## config.mk

```make
export PLATFORM = sky130hd
export DESIGN_NAME = pipeline_issue_ctrl
export DESIGN_NICKNAME = d
export VERILOG_FILES = /design/src/rtl/pipeline_issue_ctrl.sv
export SDC_FILE = /design/constraint.sdc
export NUM_CORES = 1
export LEC_CHECK = 0
export CORE_AREA = 2 2 39 41
export DETAILED_ROUTE_END_ITERATION = 8
export DIE_AREA = 0 0 41 43
export PLACE_DENSITY = 0.65
export SYNTH_ARGS = -nofsm -noshare
export SYNTH_HDL_FRONTEND = slang
export SYNTH_SLANG_ARGS = --single-unit
```

## constraint.sdc

```tcl
create_clock -name clk -period 1.6 [get_ports clk]
set_input_delay 0.24 -clock clk [delete_from_list [all_inputs] [get_ports clk]]
set_output_delay 0.24 -clock clk [all_outputs]
set_load 0.03 [all_outputs]
```

## src/rtl/pipeline_issue_ctrl.sv

```systemverilog
// Issue/warm-up controller for the entropy-encoder pipeline.
// Throttles symbol entry, tracks stage valids, primes carry, drains on flush.
module pipeline_issue_ctrl #(
  parameter int N_STAGES  = 3,
  parameter int ISSUE_GAP = 1
) (
  input  logic                clk,
  input  logic                reset_ctrl_n,
  input  logic                in_valid,
  output logic                in_ready,
  input  logic                flush,
  output logic [N_STAGES-1:0] stage_en,
  output logic                out_valid,
  output logic                carry_ctrl,
  output logic                busy,
  output logic                drain_done
);

  localparam int FW = $clog2(N_STAGES + 1);
  localparam int GW = (ISSUE_GAP > 0) ? $clog2(ISSUE_GAP + 1) : 1;
  localparam logic [FW-1:0] FILL_MAX = FW'(N_STAGES);
  localparam logic [GW-1:0] GAP_LD = GW'(ISSUE_GAP);

  typedef enum logic [1:0] {
    IDLE,
    FILL,
    RUN,
    DRAIN
  } state_t;

  state_t state;
  state_t state_nxt;

  logic [N_STAGES-1:0] vld;
  logic [N_STAGES-1:0] vld_nxt;
  logic [FW-1:0]       fill_cnt;
  logic [FW-1:0]       fill_nxt;
  logic [GW-1:0]       gap_cnt;
  logic                accept;

  assign in_ready  = (state != DRAIN) && (gap_cnt == '0);
  assign accept    = in_valid & in_ready;
  assign stage_en  = vld;
  assign out_valid = vld[N_STAGES-1];
  assign busy      = (state != IDLE) | (|vld);

  generate
    if (N_STAGES == 1) begin : g_one
      assign vld_nxt = accept;
    end else begin : g_shift
      assign vld_nxt = {vld[N_STAGES-2:0], accept};
    end
  endgenerate

  always_comb begin
    state_nxt = state;
    fill_nxt  = fill_cnt;
    unique case (state)
      IDLE, FILL: begin
        if (accept && fill_cnt != FILL_MAX)
          fill_nxt = fill_cnt + FW'(1);
        if (flush)
          state_nxt = DRAIN;
        else if (accept)
          state_nxt = (fill_nxt == FILL_MAX) ? RUN : FILL;
      end
      RUN: begin
        if (flush)
          state_nxt = DRAIN;
      end
      DRAIN: begin
        if (vld == '0) begin
          state_nxt = IDLE;
          fill_nxt  = '0;
        end
      end
      default: state_nxt = IDLE;
    endcase
  end

  always_ff @(posedge clk or negedge reset_ctrl_n) begin
    if (!reset_ctrl_n) begin
      state      <= IDLE;
      vld        <= '0;
      fill_cnt   <= '0;
      gap_cnt    <= '0;
      carry_ctrl <= 1'b0;
      drain_done <= 1'b0;
    end else begin
      state    <= state_nxt;
      vld      <= vld_nxt;
      fill_cnt <= fill_nxt;
      if (accept)
        gap_cnt <= GAP_LD;
      else if (gap_cnt != '0)
        gap_cnt <= gap_cnt - GW'(1);
      // carry survives a drain entered from RUN so in-flight symbols finish
      carry_ctrl <= (state_nxt == RUN) |
                    ((state_nxt == DRAIN) & carry_ctrl);
      drain_done <= (state == DRAIN) & (state_nxt == IDLE);
    end
  end

endmodule
```

# Word-level counts from Yosys, hierarchy flattened
# Cells that the tools add are included.
dict set report classes {
  magnitude_cmp 0
  shifts 0
  n_mul 0
  n_eq_ne 9
  addsub 2
  muxes 12
  bitwise_logic 6
  n_div 0
  n_reduce_logical 10
}
# cell n
set ops {}
lappend ops {{2-to-1 mux 2 bit} 8}
lappend ops {{== test 2 bit, second input constant} 5}
lappend ops {{inequality test 2 bit, second input constant} 3}
lappend ops {{case mux 2 bit (3 select lines)} 1}
lappend ops {{logical NOT 2 bit} 2}
lappend ops {{case mux 2 bit (2 select lines)} 1}
lappend ops {{nonzero test 2 bit} 2}
lappend ops {{bitwise AND 1 bit} 3}
lappend ops {{logical NOT 3 bit} 1}
lappend ops {{OR reduction 3 bit} 1}
lappend ops {{adder 2 x 1 -> 2 bit, second input constant} 1}
lappend ops {{== test 2 x 1 -> 1 bit, second input constant} 1}
lappend ops {{logical AND 1 bit} 2}
lappend ops {{2-to-1 mux 1 bit} 2}
lappend ops {{bitwise OR 1 bit} 2}
lappend ops {{AND reduction 2 bit} 1}
lappend ops {{OR reduction 2 bit} 1}
lappend ops {{NOT 1 bit} 1}
lappend ops {{subtractor 1 bit, second input constant} 1}
dict set report totals {
  n_memories 0
  out_inout_bits 8
  inputBits 4
  latch_bits 0
  ram_bits 0
  rom_bits 0
  reg_bits 10
}

# Logic depth before layout (Yosys ltp)
dict set report depth {
  depth_word 14
  mapped_depth 4
}

# Worst setup path before layout
# Ideal clock, no wire load.
dict set report synth_path {
  path_kind {reg2out}
  from {reg vld[1] (netlist: stage_en[1])}
  to {out busy}
  stages_incl_launch_ff 3
  setup_slack_ns -0.007
  path_buffers 0
  arrival_time_ns 1.367
  t_required_ns 1.360
  path_cell_list {dfrtp_1 -> or3_4 -> or3_1}
}
dict set report synth_via {
  elab_chain_len 2
}
# item line_no
set synth_rtl {}
lappend synth_rtl {{start, declared} 34} ;# logic [N_STAGES-1:0] vld;
lappend synth_rtl {{start signal, assigned} 91} ;# vld <= vld_nxt;
lappend synth_rtl {{OR reduction 3 bit} 45} ;# assign busy = (state != IDLE) | (|vld);
lappend synth_rtl {{bitwise OR 1 bit} 45}
lappend synth_rtl {{end, declared} 15} ;# output logic busy,
# Every way passes these cells.

# Final worst setup path
dict set report layout_path {
  from {reg vld[0] (netlist: stage_en[0])}
  to {out busy}
}
# The elaborated chain is that of the path after synthesis.

==> flow_summary.ini <==
[run_status]
status = complete, but fails checks
failed_checks = negative setup slack

[worst_setup_path]
crit_arrival_ps = 1480
worst-endpoint-required_ps = 1360
ff2ff_setup_slack_ps = 160
r2r_end = fill_cnt[1]
worstPathBufferInverterCount = 1
worstSetupEndpointType = primary output
cp_cell_sequence = or3_4 > or3_4 > buf_6
reg2reg_depth = 4
crit_top_cell = or3_4
worst-path-max-fanout = 2
crit_family = simple AND/OR/NAND/NOR gates
crit_slowest_cell = or3_4
timing_worst_setup_path_type = flop to primary output
max_stage_delay_ps = 380
r2r-start = fill_cnt[0]
timing.critical_path.from_type = flop

[route]
via_count = 345
initialDrtViolationCount = 1
route.detailed.vias_per_inst = 4.48
ant_nets = 0
detailedRoute.firstPassIterationCount = 2
remaining_drc_errors = 0
drt_wl_total_um = 865
drt-wirelength-per-cell_um = 11.2

[die]
die_width_um = 41
floorplan.die_area_um2 = 1760
coreArea_um2 = 1380
floorplan.rows = 14
boundaryPins = 12
die_y_um = 43
initial_utilization = 0.309

[cells_and_area]
layout-drive-gt1-share = 0.279
stdcell_count = 77
area_delta_synth_final_pct = 48.0
antenna_cells = 0
fin_area_um2 = 633
design.final.nets = 67

[synthesis]
synthTopCellsByArea = dfrtp_1, a21oi_1, buf_4
synth_seq_area_share = 0.526
yosys_warnings = 0
ys_ff_latch = 9
synthDominantAreaCellType = dfrtp_1
syn-num-nets = 46
synth_cell_type_count = 22
post_synth.cell_area_avg_um2 = 10.4
synth_top_area_share = 0.526
syn-cell-area_um2 = 428
syn-instance-count = 41

[timing]
postLayoutSetupSlackWorst_ps = -118
setup-violations-final = 1
timing.clock.skew_ps = 6.29
hold_viol = 0
final_period_minus_worst_setup_slack_ps = 1720
finalHoldWorstSlack_ps = 264
tightestPinTransition_ps = 382
slew_viol_final = 0
grt_setup_unrepaired = true
timing.fmax_mhz = 582
final_min_period_over_clock_period = 1.07
max_slew_margin = 0.745

[placed_design]
post_detailed_placement_half_perimeter_wirelength_um = 678
pre_cts_slack_ps = -289
port_buffers = 11
gp_routability_congestion = 0.769
placed_area_um2 = 596
place_inst = 72

[clock_tree]
tritoncts = built
cts_inserted_buffers = 3
postCtsHoldBufs = 0
cts.reportedPaths.clkPinSlew_ps = 60
cts_max_path_buffers = 2
clkLatencyLatePin_ps = 260
clock_tree_root = clkbuf_4
cts-htree-levels = 1
cts.sinks = 9

[power_and_ir_drop]
leakage_uw = 0.000345
max_rail_drop_vdd_mv = 0.551
power_density_nw_per_um2 = 2090

[worst_hold_path]
hold_path_class = input port to asynchronous set/reset pin

[grt]
grt_usage = 0.125
overflow = 0
grt_pass1_vias = 354
antenna_found_initial = 0
maximum_number_of_pins_on_one_net_before_global_route_repair = 10
grt_pass1_wl_um = 1410

[flow_run]
drv.max_cap_violation_count = 0
-- cell type report --
type | instances | area [um2]
fill | 137 | 751
sequential | 9 | 225
multi-input combinational | 26 | 181
timing repair buffer | 19 | 169
clock buffer | 4 | 26.3
tap | 16 | 20.0
inverter | 3 | 11.3
-- report_power, final --
group	leakage [uW]	total [uW]	internal, uW	switching [uW]
clock	0.0000150	171	95.8	75.1
combinational	0.000218	770	361	409
sequential	0.000112	383	321	61.4
-- worst max-delay path by stage --
stage	start	to	slack [ps]	cells after the start
after detailed placement	stage_en[1]	busy	-290	3
after global placement	stage_en[1]	busy	-280	3
after CTS	stage_en[0]	busy	-130	3
final	stage_en[0]	busy	-120	3
after global routing	stage_en[0]	busy	-160	3
after floorplan	stage_en[1]	busy	60	2
-- cell usage after synthesis --
| master | number |
|---|---|
| nor2_1 | 3 |
| o211a_1 | 1 |
| a21oi_1 | 3 |
| buf_4 | 2 |
| mux2i_1 | 1 |
| nor3b_1 | 2 |
| inv_1 | 3 |
| and3_1 | 1 |
| buf_2 | 1 |
| and2b_2 | 1 |
| ha_1 | 1 |
| o22ai_1 | 2 |
| xnor2_1 | 1 |
| or3_1 | 1 |
| a221oi_1 | 1 |
| dfrtp_1 | 9 |
| nand2_1 | 3 |
| and2_1 | 1 |
| or3_4 | 1 |
| nor3_1 | 1 |
| a211oi_1 | 1 |
| o21ai_0 | 1 |
-- state kept, by name, summed over array words and instances (netlist names) --
signal	count
stage_en	3
state	2
drain_done	1
fill_cnt	2
carry_ctrl	1
-- cells in the final DEF, fill, tap and decap left out, types with 2 or more instances in the layout --
cell type        count
a21oi_1              3
buf_4                8
clkbuf_4             3
clkdlybuf4s50_1      5
dfrtp_1              9
dlygate4sd2_1        2
dlymetal6s2s_1       2
inv_1                3
nand2_1              3
nor2_1               3
o22ai_1              2
or3_4                2
-- metrics by stage --
stage               utilization  total power (uW)  setup TNS, ps
floorplan                     -               853              0
global route              0.458              1420           -157
detailed placement        0.430              1170           -289
finish                    0.458              1320           -118
CTS                       0.448              1320           -131
global placement          0.430              1160           -283
-- logic make-up (layout without fill, tap and decap cells) --
family	Yosys count	count (layout)	share of synthesized area
buffers and inverters	6	26	0.0731
xor gates and xnor gates	1	1	0.0205
and+or+nand+nor	14	14	0.190
AOI/OAI and AO/OA	9	9	0.137
muxes	1	1	0.0234
adders and majority gates	1	1	0.0292
DFF	9	9	0.526
-- metal layers --
metal / GRT usage / wire length, um
met2: 0.159 / 376
met5: 0 / 0
met3: 0.0314 / 46
met4: 0.120 / 37
met1: 0.161 / 405
-- what timing repair did --
action / in CTS / in global routing
buffers inserted: 0 / 1
endpoints found under the hold margin: 0 / 0
setup endpoints to repair: 4 / 5
pin swaps: 1 / 0
resized for setup: 10 / 5
-- worst register-to-register path, cell delays in order (launching register included) --
cell     delay [ps]
dfrtp_1         400
ha_1            240
nor3b_1         350
mux2i_1         240
o22ai_1          90
Note: power is estimated with default switching activity, not from simulation.
